<file path="src/rtl/adc_spi_pkg.sv">
// Shared types and helpers for the ADC SPI frame receiver.
package adc_spi_pkg;

    typedef enum logic [1:0] {
        StIdle,
        StReceive,
        StHold
    } rx_state_e;

    // SPI mode 0 idle levels, also used as filter reset values.
    localparam logic SpiCsIdle   = 1'b1;
    localparam logic SpiSckIdle  = 1'b0;
    localparam logic SpiMosiIdle = 1'b0;

    function automatic int unsigned cnt_width(input int unsigned n);
        return (n > 1) ? $clog2(n) : 1;
    endfunction

endpackage

</file>
<file path="src/rtl/spi_line_filter.sv">
// Two-flop synchroniser followed by a deglitch counter: the output only follows
// the synchronised input once it has held a new level for FILTER_CYCLES samples.
module spi_line_filter
    import adc_spi_pkg::*;
#(
    parameter int unsigned FILTER_CYCLES = 2,
    parameter logic        RESET_VALUE   = 1'b0
) (
    input  logic i_clock,
    input  logic i_reset,
    input  logic i_line,
    output logic o_filtered
);

    localparam int unsigned CntW = cnt_width(FILTER_CYCLES);

    logic            sync1_q, sync2_q;
    logic            filt_q, filt_d;
    logic [CntW-1:0] cnt_q, cnt_d;

    always_comb begin
        filt_d = filt_q;
        cnt_d  = '0;
        if (sync2_q != filt_q) begin
            if (int'(cnt_q) + 1 >= int'(FILTER_CYCLES)) begin
                filt_d = sync2_q;
            end else begin
                cnt_d = cnt_q + 1'b1;
            end
        end
    end

    always_ff @(posedge i_clock or posedge i_reset) begin
        if (i_reset) begin
            sync1_q <= RESET_VALUE;
            sync2_q <= RESET_VALUE;
            filt_q  <= RESET_VALUE;
            cnt_q   <= '0;
        end else begin
            sync1_q <= i_line;
            sync2_q <= sync1_q;
            filt_q  <= filt_d;
            cnt_q   <= cnt_d;
        end
    end

    assign o_filtered = filt_q;

endmodule

</file>
<file path="src/rtl/adc_spi_frame_rx.sv">
// Synchronous SPI slave frame receiver: filtered lines, SCK edge strobe, framing FSM
// and a shadow buffer that is copied to o_data atomically on frame completion.
module adc_spi_frame_rx
    import adc_spi_pkg::*;
#(
    parameter int unsigned WORD_BITS     = 16,
    parameter int unsigned CHANNELS      = 2,
    parameter int unsigned FILTER_CYCLES = 2,
    parameter bit          MSB_FIRST     = 1'b1
) (
    input  logic                          i_clock,
    input  logic                          i_reset,
    input  logic                          i_SPI_CS,
    input  logic                          i_SPI_clock,
    input  logic                          i_SPI_data,
    output logic [CHANNELS*WORD_BITS-1:0] o_data,
    output logic                          o_data_valid,
    output logic                          o_frame_error,
    output logic                          o_busy,
    output logic                          o_cs_stable
);

    localparam int unsigned BitW   = cnt_width(WORD_BITS);
    localparam int unsigned ChW    = cnt_width(CHANNELS);
    localparam int unsigned FrameW = CHANNELS * WORD_BITS;

    localparam logic [BitW-1:0] LastBit = BitW'(WORD_BITS - 1);
    localparam logic [ChW-1:0]  LastCh  = ChW'(CHANNELS - 1);

    logic cs_f, sck_f, mosi_f;

    spi_line_filter #(.FILTER_CYCLES(FILTER_CYCLES), .RESET_VALUE(SpiCsIdle)) u_cs_filter (
        .i_clock    (i_clock),
        .i_reset    (i_reset),
        .i_line     (i_SPI_CS),
        .o_filtered (cs_f)
    );

    spi_line_filter #(.FILTER_CYCLES(FILTER_CYCLES), .RESET_VALUE(SpiSckIdle)) u_sck_filter (
        .i_clock    (i_clock),
        .i_reset    (i_reset),
        .i_line     (i_SPI_clock),
        .o_filtered (sck_f)
    );

    spi_line_filter #(.FILTER_CYCLES(FILTER_CYCLES), .RESET_VALUE(SpiMosiIdle)) u_mosi_filter (
        .i_clock    (i_clock),
        .i_reset    (i_reset),
        .i_line     (i_SPI_data),
        .o_filtered (mosi_f)
    );

    rx_state_e              state_q, state_d;
    logic                   sck_prev_q, cs_prev_q;
    logic [BitW-1:0]        bit_q, bit_d;
    logic [ChW-1:0]         ch_q, ch_d;
    logic [WORD_BITS-1:0]   shift_q, shift_d, shift_next;
    logic [WORD_BITS-1:0]   shadow_q [CHANNELS];
    logic [WORD_BITS-1:0]   shadow_d [CHANNELS];
    logic [FrameW-1:0]      data_q, data_d;
    logic                   valid_q, valid_d;
    logic                   error_q, error_d;
    logic                   sck_rise, cs_fall, frame_done;

    assign sck_rise   = sck_f & ~sck_prev_q;
    assign cs_fall    = ~cs_f & cs_prev_q;
    assign shift_next = MSB_FIRST ? {shift_q[WORD_BITS-2:0], mosi_f}
                                  : {mosi_f, shift_q[WORD_BITS-1:1]};
    assign frame_done = sck_rise && (bit_q == LastBit) && (ch_q == LastCh);

    always_comb begin
        state_d  = state_q;
        bit_d    = bit_q;
        ch_d     = ch_q;
        shift_d  = shift_q;
        shadow_d = shadow_q;
        data_d   = data_q;
        valid_d  = 1'b0;
        error_d  = 1'b0;

        case (state_q)
            StIdle: begin
                if (cs_fall) begin
                    state_d = StReceive;
                    bit_d   = '0;
                    ch_d    = '0;
                    shift_d = '0;
                end
            end
            StReceive: begin
                if (sck_rise) begin
                    shift_d = shift_next;
                    if (bit_q == LastBit) begin
                        bit_d            = '0;
                        ch_d             = ch_q + 1'b1;
                        shadow_d[ch_q]   = shift_next;
                        if (ch_q == LastCh) begin
                            for (int n = 0; n < CHANNELS; n++) begin
                                data_d[n*WORD_BITS +: WORD_BITS] = shadow_d[n];
                            end
                            valid_d = 1'b1;
                            state_d = StHold;
                        end
                    end else begin
                        bit_d = bit_q + 1'b1;
                    end
                end
                // A completing strobe takes priority over a simultaneous CS release.
                if (cs_f && !frame_done) begin
                    error_d = 1'b1;
                    state_d = StIdle;
                end
            end
            StHold: begin
                if (cs_f) begin
                    state_d = StIdle;
                end
            end
            default: state_d = StIdle;
        endcase
    end

    always_ff @(posedge i_clock or posedge i_reset) begin
        if (i_reset) begin
            state_q    <= StIdle;
            sck_prev_q <= SpiSckIdle;
            cs_prev_q  <= SpiCsIdle;
            bit_q      <= '0;
            ch_q       <= '0;
            shift_q    <= '0;
            for (int n = 0; n < CHANNELS; n++) begin
                shadow_q[n] <= '0;
            end
            data_q     <= '0;
            valid_q    <= 1'b0;
            error_q    <= 1'b0;
        end else begin
            state_q    <= state_d;
            sck_prev_q <= sck_f;
            cs_prev_q  <= cs_f;
            bit_q      <= bit_d;
            ch_q       <= ch_d;
            shift_q    <= shift_d;
            shadow_q   <= shadow_d;
            data_q     <= data_d;
            valid_q    <= valid_d;
            error_q    <= error_d;
        end
    end

    assign o_data        = data_q;
    assign o_data_valid  = valid_q;
    assign o_frame_error = error_q;
    assign o_busy        = (state_q == StReceive);
    assign o_cs_stable   = cs_f;

endmodule

</file>
<file path="config.mk">
export PLATFORM = sky130hd
export DESIGN_NAME = adc_spi_frame_rx
export DESIGN_NICKNAME = d
export VERILOG_FILES = /design/src/rtl/adc_spi_pkg.sv /design/src/rtl/spi_line_filter.sv /design/src/rtl/adc_spi_frame_rx.sv
export SDC_FILE = /design/constraint.sdc
export NUM_CORES = 1
export LEC_CHECK = 0
export ABC_AREA = 1
export CORE_ASPECT_RATIO = 1.4
export CORE_MARGIN = 1.5
export CORE_UTILIZATION = 54
export DETAILED_ROUTE_END_ITERATION = 8
export PLACE_DENSITY = 0.88
export SYNTH_ARGS = -nofsm -noshare
export SYNTH_HDL_FRONTEND = slang
export SYNTH_HIERARCHICAL = 1
export SYNTH_SLANG_ARGS = --single-unit
</file>
<file path="constraint.sdc">
create_clock -name i_clock -period 2.9 [get_ports i_clock]
set_input_delay 0.435 -clock i_clock [delete_from_list [all_inputs] [get_ports i_clock]]
set_output_delay 0.435 -clock i_clock [all_outputs]
set_load 0.01 [all_outputs]
</file>
==> impl_metrics.env <==
export IMPL_core_region_area_mm2=0.00595
export IMPL_ys_ff_latch=86
export IMPL_cts_setup_buffers=0
export IMPL_fmax_mhz=458
export IMPL_syn_cell_area_mm2=0.00336
export IMPL_drt_iter0_drc=140
export IMPL_grt_pass1_vias=2429
export IMPL_slew_headroom_pct=39.6
export IMPL_arrival_ns=1.75
export IMPL_cts_buffers=9
export IMPL_die_w_um=69.7
export IMPL_setup_tns_ns=0
export IMPL_synth_top_area_share_pct=61.0
export IMPL_grt_pass1_wl_um=10800
export IMPL_htreeDepth=3
export IMPL_dpl_worst_slack_ns=0.910
export IMPL_final_nets=396
export IMPL_slowest_delay_ns=0.64
export IMPL_hold_viol_final=0
export IMPL_avgSynthCellArea_um2=9.56
export IMPL_num_io_pins=41
export IMPL_crit_path_start_kind="flop"
export IMPL_final_util_pct=67.2
export IMPL_diodes=0
export IMPL_fin_skew_ns=0.00389
export IMPL_die_h_um=96.4
export IMPL_syn_inst=352
export IMPL_ant_nets=0
export IMPL_rsz0062_at_grt="no"
export IMPL_path_cells="inv_1, nor2_4, clkdlybuf4s50_1"
export IMPL_setup_viol=0
export IMPL_synth_top_cell_by_area="dfrtp_1"
export IMPL_hold_path_class="reg -> reg"
export IMPL_clk_pin_slew_ns=0.08
export IMPL_cts_root_buf="clkbuf_8"
export IMPL_worst_slew_pin_slew_ns=0.904
export IMPL_status="complete, no violations"
export IMPL_clock_path_buffers=2
export IMPL_synth_cell_types=21
export IMPL_peakVddDrop_v=0.000598
export IMPL_drc=0
export IMPL_place_congestion=0.790
export IMPL_firstDrtPassIters=4
export IMPL_clk_latency_ns=0.35
export IMPL_max_cap_violations=0
export IMPL_grt_usage_pct=20.8
export IMPL_start_util_pct=56.6
export IMPL_routed_via_count=2416
export IMPL_postCtsHoldBufs=0
export IMPL_fin_ws_ns=0.715
export IMPL_syn_to_final_growth_pct=18.7
export IMPL_num_fill_cells=467
export IMPL_final_max_slew_viol_count=0
export IMPL_crit_path_end_kind="primary output"
export IMPL_via_per_inst=5.21
export IMPL_path_max_fanout=12
export IMPL_synth_area_leaders="dfrtp_1, nand2_1, inv_1, o21ai_0, dfstp_2"
export IMPL_p_per_area_mw_per_mm2=706
export IMPL_antenna_found_initial=0
export IMPL_rows=33
export IMPL_io_buffers=40
export IMPL_leakagePower_nw=1.88
export IMPL_layout_drive_gt1_share_pct=8.12
export IMPL_yosysWarnings=6
export IMPL_crit_slowest_cell="clkdlybuf4s50_1"
export IMPL_wl_um=6420
export IMPL_die_area_mm2=0.00672
export IMPL_grt_overflow_total=0
export IMPL_cts_sinks=86
export IMPL_fin_crit_ns=2.18
export IMPL_syn_nets=358
export IMPL_critical_path_class="reg -> out"
export IMPL_grt_max_degree=37
export IMPL_min_period_over_period_pct=75.3
export IMPL_tritoncts="yes"
export IMPL_finalInstanceArea_mm2=0.00399
export IMPL_post_dp_hpwl_um=4500
export IMPL_crit_required_ns=2.47
export IMPL_post_dp_cell_area_mm2=0.00379
export IMPL_cts_resized=0
export IMPL_wl_per_cell_um=13.8
export IMPL_worst_hold_slack_ns=0.365
export IMPL_ys_seq_area_share_pct=64.1
critical path, delay by kind of cell, from the launching register on:
family | cells | cell delay, ns
buffers and inverters | 2 | 0.74
flip-flops | 1 | 0.39
AND/OR/NAND/NOR | 1 | 0.26
cell usage after synthesis, drive strengths merged:
library cell,number
ha,1
inv,51
and3,1
nor2,31
nand2,66
buf,13
nand4,1
nand3,22
dfstp,4
o21ai,54
a21oi,19
clkbuf,4
nor3,3
dfrtp,82
kinds of logic after synthesis:
family                     Yosys count  synth area share (%)
buffers and inverters               68                  8.44
and+or+nand+nor                    124                  16.2
DFF                                 86                  64.1
AOI/OAI and AO/OA                   73                  10.9
adders and majority gates            1                 0.372
sequential cells by signal, indices dropped and copies added (netlist names):
| name | flops |
|---|---|
| bit_q | 4 |
| ch_q | 1 |
| cs_prev_q | 1 |
| o_data | 32 |
| o_data_valid | 1 |
| o_frame_error | 1 |
| sck_prev_q | 1 |
| shadow_q | 16 |
| shift_q | 15 |
| state_q | 2 |
| u_cs_filter/cnt_q | 1 |
| u_cs_filter/o_filtered | 1 |
| u_cs_filter/sync1_q | 1 |
| u_cs_filter/sync2_q | 1 |
| u_mosi_filter/cnt_q | 1 |
| u_mosi_filter/o_filtered | 1 |
| u_mosi_filter/sync1_q | 1 |
| u_mosi_filter/sync2_q | 1 |
| u_sck_filter/cnt_q | 1 |
| u_sck_filter/o_filtered | 1 |
| u_sck_filter/sync1_q | 1 |
| u_sck_filter/sync2_q | 1 |
placed cells by master, fill, tap and decap left out:
master and instances:
clkbuf_1 1, nor3_4 1, nor2_1 27, buf_4 4, clkbuf_8 9, nand2_1 65, nor3_1 2, nand2_2 1
dfrtp_1 82, nor2_2 3, o21ai_0 34, nand4_1 1, a21oi_1 19, inv_1 50, o21ai_1 20, bufinv_16 2
inv_2 1, nor2_4 1, clkdlybuf4s50_1 40, and3_1 1, ha_1 1, nand3_2 3, clkinv_2 3, dfstp_2 4
nand3_1 19
per-layer routing:
layer  routed length (um)  track usage (%)  vias up
li1                     -                -     1174
met4                  198             13.0        0
met1                 2720             24.4     1170
met5                    0                0        -
met3                  195             3.22       16
met2                 3310             36.3       56
report_power, final:
| part | internal (mW) | total (mW) | switching [mW] |
|---|---|---|---|
| Combinational | 0.151 | 0.522 | 0.371 |
| Sequential | 1.31 | 1.42 | 0.107 |
| Clock | 0.476 | 0.876 | 0.400 |
| Total | 1.94 | 2.82 | 0.877 |
per-stage QoR:
stage	total power [mW]	std cells
final	2.82	464
after global routing	2.95	464
after global placement	1.91	449
after detailed placement	1.95	449
after floorplan	1.79	352
after CTS	2.82	464
area by class of cell:
type / instances / area [um^2] / share of cell area, %
timing repair buffer: 44 / 430 / 10.8
clock inverter: 5 / 75.1 / 1.88
sequential: 86 / 2160 / 54.0
tap: 70 / 87.6 / 2.19
multi-input combinational: 198 / 923 / 23.1
inverter: 51 / 191 / 4.79
clock buffer: 10 / 128 / 3.20
worst paths after layout:
kind / from / to / cells past startpoint / slack, ns
worst min register to register: u_cs_filter/sync1_q / u_cs_filter/sync2_q / 0 / 0.37
worst max-delay path: state_q[0] / o_busy / 3 / 0.72
worst min-delay path: u_cs_filter/sync1_q / u_cs_filter/sync2_q / 0 / 0.37
min in group asynchronous: i_reset / u_mosi_filter/sync2_q / 2 / 0.38
worst max register to register: state_q[0] / bit_q[3] / 7 / 0.89
max in group asynchronous: i_reset / o_data[3] / 3 / 1.58
Power figures use the tool's default switching activity.
